**src/rtl/decode_regfile_pipe.sv**
```systemverilog
// Decode stage for the MIPS-style CPU: register file with write-back port and
// optional bypass, immediate decode, and a valid/ready ID/EX pipeline register.
module decode_regfile_pipe #(
  parameter int DATA_WIDTH     = 32,
  parameter int REG_ADDR_WIDTH = 5,
  parameter int LINK_REG       = 31,
  parameter int BYPASS         = 1
) (
  input  logic                      clock,
  input  logic                      reset,
  input  logic                      id_valid,
  output logic                      id_ready,
  input  logic [31:0]               id_instruction,
  input  logic [DATA_WIDTH-1:0]     id_pc_plus4,
  input  logic                      id_reg_dst,
  input  logic                      id_jal,
  input  logic                      id_reg_write,
  input  logic                      flush,
  input  logic                      wb_valid,
  input  logic                      wb_reg_write,
  input  logic                      wb_mem_to_reg,
  input  logic                      wb_jal,
  input  logic [REG_ADDR_WIDTH-1:0] wb_addr,
  input  logic [DATA_WIDTH-1:0]     wb_alu_result,
  input  logic [DATA_WIDTH-1:0]     wb_mem_data,
  input  logic [DATA_WIDTH-1:0]     wb_pc_plus4,
  output logic                      ex_valid,
  input  logic                      ex_ready,
  output logic [DATA_WIDTH-1:0]     ex_read_data_1,
  output logic [DATA_WIDTH-1:0]     ex_read_data_2,
  output logic [DATA_WIDTH-1:0]     ex_imm_ext,
  output logic [REG_ADDR_WIDTH-1:0] ex_rs,
  output logic [REG_ADDR_WIDTH-1:0] ex_rt,
  output logic [REG_ADDR_WIDTH-1:0] ex_write_addr,
  output logic                      ex_reg_write,
  output logic [DATA_WIDTH-1:0]     ex_pc_plus4
);

  localparam int NUM_REGS = 2 ** REG_ADDR_WIDTH;
  localparam logic [REG_ADDR_WIDTH-1:0] LINK_ADDR = REG_ADDR_WIDTH'(LINK_REG);

  logic [DATA_WIDTH-1:0]     regs [NUM_REGS];
  logic                      we;
  logic [DATA_WIDTH-1:0]     wdata;

  logic [5:0]                opcode;
  logic [15:0]               imm;
  logic [REG_ADDR_WIDTH-1:0] rs;
  logic [REG_ADDR_WIDTH-1:0] rt;
  logic [REG_ADDR_WIDTH-1:0] rd;
  logic [DATA_WIDTH-1:0]     read_data_1;
  logic [DATA_WIDTH-1:0]     read_data_2;
  logic [DATA_WIDTH-1:0]     imm_ext;
  logic [REG_ADDR_WIDTH-1:0] write_addr;
  logic                      reg_write;
  logic signed [15:0]        imm_signed;
  logic signed [31:0]        lui_word;

  assign opcode     = id_instruction[31:26];
  assign imm        = id_instruction[15:0];
  assign rs         = REG_ADDR_WIDTH'(id_instruction[25:21]);
  assign rt         = REG_ADDR_WIDTH'(id_instruction[20:16]);
  assign rd         = REG_ADDR_WIDTH'(id_instruction[15:11]);
  assign imm_signed = imm;
  assign lui_word   = {imm, 16'h0000};

  // Writes to $0 are discarded here so the array entry stays at its reset value.
  assign we    = wb_valid & wb_reg_write & (wb_addr != '0);
  assign wdata = wb_jal ? wb_pc_plus4 : (wb_mem_to_reg ? wb_mem_data : wb_alu_result);

  always_ff @(posedge clock or posedge reset) begin
    if (reset) begin
      for (int i = 0; i < NUM_REGS; i++) begin
        regs[i] <= '0;
      end
    end else if (we) begin
      regs[wb_addr] <= wdata;
    end
  end

  always_comb begin
    read_data_1 = regs[rs];
    if (rs == '0) begin
      read_data_1 = '0;
    end else if ((BYPASS != 0) && we && (wb_addr == rs)) begin
      read_data_1 = wdata;
    end
  end

  always_comb begin
    read_data_2 = regs[rt];
    if (rt == '0) begin
      read_data_2 = '0;
    end else if ((BYPASS != 0) && we && (wb_addr == rt)) begin
      read_data_2 = wdata;
    end
  end

  // Size casts of signed operands sign-extend, which covers LUI on wide datapaths.
  always_comb begin
    imm_ext = DATA_WIDTH'(imm_signed);
    case (opcode)
      6'h0C, 6'h0D, 6'h0E: imm_ext = DATA_WIDTH'(imm);
      6'h0F:               imm_ext = DATA_WIDTH'(lui_word);
      default:             imm_ext = DATA_WIDTH'(imm_signed);
    endcase
  end

  always_comb begin
    write_addr = rt;
    if (id_jal) begin
      write_addr = LINK_ADDR;
    end else if (id_reg_dst) begin
      write_addr = rd;
    end
    reg_write = id_reg_write & (write_addr != '0);
  end

  assign id_ready = !ex_valid | ex_ready;

  // Held operands track write-backs to their source registers so a long stall never
  // hands EX a stale value.
  always_ff @(posedge clock or posedge reset) begin
    if (reset) begin
      ex_valid       <= 1'b0;
      ex_read_data_1 <= '0;
      ex_read_data_2 <= '0;
      ex_imm_ext     <= '0;
      ex_rs          <= '0;
      ex_rt          <= '0;
      ex_write_addr  <= '0;
      ex_reg_write   <= 1'b0;
      ex_pc_plus4    <= '0;
    end else if (flush) begin
      ex_valid <= 1'b0;
    end else if (id_ready) begin
      ex_valid <= id_valid;
      if (id_valid) begin
        ex_read_data_1 <= read_data_1;
        ex_read_data_2 <= read_data_2;
        ex_imm_ext     <= imm_ext;
        ex_rs          <= rs;
        ex_rt          <= rt;
        ex_write_addr  <= write_addr;
        ex_reg_write   <= reg_write;
        ex_pc_plus4    <= id_pc_plus4;
      end
    end else begin
      if (we && (wb_addr == ex_rs) && (ex_rs != '0)) begin
        ex_read_data_1 <= wdata;
      end
      if (we && (wb_addr == ex_rt) && (ex_rt != '0)) begin
        ex_read_data_2 <= wdata;
      end
    end
  end

endmodule

```
**config.mk**
```make
export PLATFORM = sky130hd
export DESIGN_NAME = decode_regfile_pipe
export DESIGN_NICKNAME = d
export VERILOG_FILES = /design/src/rtl/decode_regfile_pipe.sv
export SDC_FILE = /design/constraint.sdc
export NUM_CORES = 2
export LEC_CHECK = 0
export ABC_CLOCK_PERIOD_IN_PS = 52600
export BUFFER_PORTS_ARGS = -buffer_cell sky130_fd_sc_hd__buf_2
export CAP_MARGIN = 20
export CELL_PAD_IN_SITES_DETAIL_PLACEMENT = 0
export CELL_PAD_IN_SITES_GLOBAL_PLACEMENT = 1
export CORE_UTILIZATION = 53
export DETAILED_ROUTE_END_ITERATION = 6
export HOLD_SLACK_MARGIN = 0.15
export PLACE_DENSITY = 0.95
export SYNTH_ARGS = -nofsm -noshare
export SYNTH_HDL_FRONTEND = slang
export SYNTH_SLANG_ARGS = --single-unit
export TNS_END_PERCENT = 50
```
**constraint.sdc**
```tcl
create_clock -name clock -period 52.6 [get_ports clock]
set_input_delay 0 -clock clock [delete_from_list [all_inputs] [get_ports clock]]
set_output_delay 0 -clock clock [all_outputs]
set_load 0.03 [all_outputs]
```
==> metrics.cfg <==
[critical_path]
start_kind=register
r2r.worst_path.cells=9
arrival_ps=4590
cp_max_fo=79
crit_path_end_kind=register
slowest_stage=and3_1
timing.rr.end=ex_imm_ext[25]$_DFFE_PP0P_
r2r-start=ex_valid$_DFFE_PP0P_
crit_chain=nor2b_4, buf_4, nor3b_2, buf_4, and3_1, a31oi_1, dlygate4sd3_1, nand2_1, dlygate4sd3_1
max_stage_delay_ps=690
critPathKind=reg -> reg
rrSetupSlack_ps=48660
endpoint=ex_imm_ext[25]$_DFFE_PP0P_
setup.worst_path.start=ex_valid$_DFFE_PP0P_
critical_path_required_ps=53250

[hold_path]
whs_path_depth=4
hp-class=in -> reg

[power_and_ir_drop]
leakage_nw=30.4
vdd_drop_max_mv=0.0299
p_per_area_nw_per_um2=35.4
power_mw=2.41

[logic_synthesis]
synth_most_common_cell=nand2_1
synth-edff-count=0
synth.area.top_cells=dfrtp_1 (50%), mux4_2 (17%), nand2_1 (9.0%), o21ai_0 (8.6%), mux2i_1 (3.2%)
synthCells=5597
syn-num-nets=5774
synth_warnings=0
ys_seq_elements=1169
synth_top_area_share_pct=49.6
yosysSeqAreaShare_pct=49.6
synth.largest_area_cell=dfrtp_1
ys_async_sr_fraction_pct=100
synth_common_cells=nand2_1 (1408), dfrtp_1 (1169), o21ai_0 (1011)
syn-cell-area_um2=59000
synth_area_per_cell_um2=10.5
yosys.cell_types.count=42
yosys_most_used_dff=dfrtp_1

[routing]
drt-initial-drc-count=6063
antenna_left=0
routed_wl_mm=200
vias_per_cell=6.60
vias=49017
drcViolationCount=0
dr.pass1.iters=6
post_drt_wl_per_cell_um=26.9

[global_route]
grt.busiest_layer=met2
use_met3_pct=9.77
grtUsageMet2_pct=54.6
grt_pass1_wl_mm=302
gr-usage-met1_pct=46.0
track_usage_pct=35.6
grt_max_degree=173
antenna_found_initial=7
grt_overflow=0
grt_pass1_vias=48643

[sta]
fmax_mhz=254
timing.hold.ws_ps=169
tns_ps=0
period_share_pct=7.49
timing.final.crit_period_ps=3940
tightest_slew_ps=1190
maxSlewHeadroom_pct=20.4
setup_viol=0
grt_setup_unrepaired=no
drv_slew=0
hold_viol_final=0
finClkSkew_ps=28.0
worst_slack_ps=48660

[die]
die_x_um=336
num_rows=122
die_height_um=336
core_um2=111000
io_pins=323
start_util_pct=53.4
die_area_um2=113000

[placement]
gp_congestion=0.853
placed_cells=6946
dpl_cell_area_um2=61500
place_hpwl_mm=107
dp_slack_ps=48570
portBuffers=322

[cts]
clock_sinks=1169
cts.reportedPaths.clkPinSlew_ps=70
htree_levels=3
insertion_delay_ps=710
cts_resized=0
cts_hold_buf=260
cts_root_buf=clkbuf_16
cts_buffers=119
cts_tree=built
clockBufferDepth=3
cts_setup_buffers=0

[cells_and_area]
area_delta_synth_final_pct=15.4
final_layout_size_suffix_gt1_share_pct=19.6
layoutNonFillerInstCount=7427
fin_area_um2=68100
final.fill_count=8459
nets=6016
fin_util_pct=61.7

[outcome]
status=finished clean

[job]
cap_violations=0

==> worst min-delay path by stage <==
stage                  startpoint                          end  slack [ps]
6_report       id_instruction[12]   ex_imm_ext[28]$_DFFE_PP0P_         170
3_5_place_dp      id_pc_plus4[19]  ex_pc_plus4[19]$_DFFE_PP0P_         200
4_1_cts        id_instruction[29]   ex_imm_ext[31]$_DFFE_PP0P_         150
2_1_floorplan               flush         ex_valid$_DFFE_PP0P_          90
3_3_place_gp      id_pc_plus4[17]  ex_pc_plus4[17]$_DFFE_PP0P_         190
5_1_grt        id_instruction[12]   ex_imm_ext[28]$_DFFE_PP0P_         180
==> final cells by class <==
type	count	area (um^2)	share of cell area, %
Sequential cell	1169	29300	42.9
Multi-Input combinational cell	3808	27600	40.5
Timing Repair Buffer	705	5250	7.71
Clock buffer	171	3450	5.07
Tap cell	1488	1860	2.73
Clock inverter	43	549	0.806
Inverter	36	144	0.211
Antenna cell	7	17.5	0.0257
==> cells in the final DEF (no fill, tap or decap), types with 32 or more instances in the layout <==
cell	instances
dlygate4sd3_1	260
clkbuf_16	120
nor2b_1	36
a211oi_1	32
mux4_2	450
a21oi_2	32
o221ai_1	64
nand2_1	1377
a221o_1	32
o21ai_0	1011
nor3_1	37
dfrtp_1	1169
a21boi_0	32
buf_4	123
and3_1	34
a21oi_1	63
nor2_1	87
o22ai_1	94
buf_2	312
inv_1	34
a22oi_1	64
mux2i_1	190
a21o_1	32
==> power breakdown <==
part	internal (mW)	switching (mW)
Sequential	1.01	0.0982
Clock	0.508	0.364
Combinational	0.188	0.240
==> registers in the layout, summed over array words and instances (netlist names) <==
register,cells
ex_valid,1
ex_rt,5
ex_write_addr,5
ex_read_data_1,32
regs,1024
ex_imm_ext,32
ex_reg_write,1
ex_pc_plus4,32
ex_rs,5
ex_read_data_2,32
==> worst max-delay path, delay by kind of cell, from the launching register on <==
family	cells	cell delay, ps
AO/OA/AOI/OAI	1	110
buffers and inverters	4	2210
flip-flops	1	380
AND/OR/NAND/NOR	4	1160
==> cells by family (layout without fill, tap and decap cells) <==
group                  after synthesis  in the layout  synth area share (%)
flip-flops                        1169           1169                  49.6
AO/OA/AOI/OAI                     1513           1513                  14.7
multiplexers                       640            640                  20.4
AND/OR/NAND/NOR                   1635           1635                  10.9
buffers and inverters              620            955                  4.17
other                                0              7                     0
XOR/XNOR                            20             20                 0.297
==> layer usage <==
metal	part of all wire [%]	wire, um
met1	36	72300
met2	45	90300
met3	12	24500
met4	6.3	12500
met5	0.0040	8
Power figures use the tool's default switching activity.
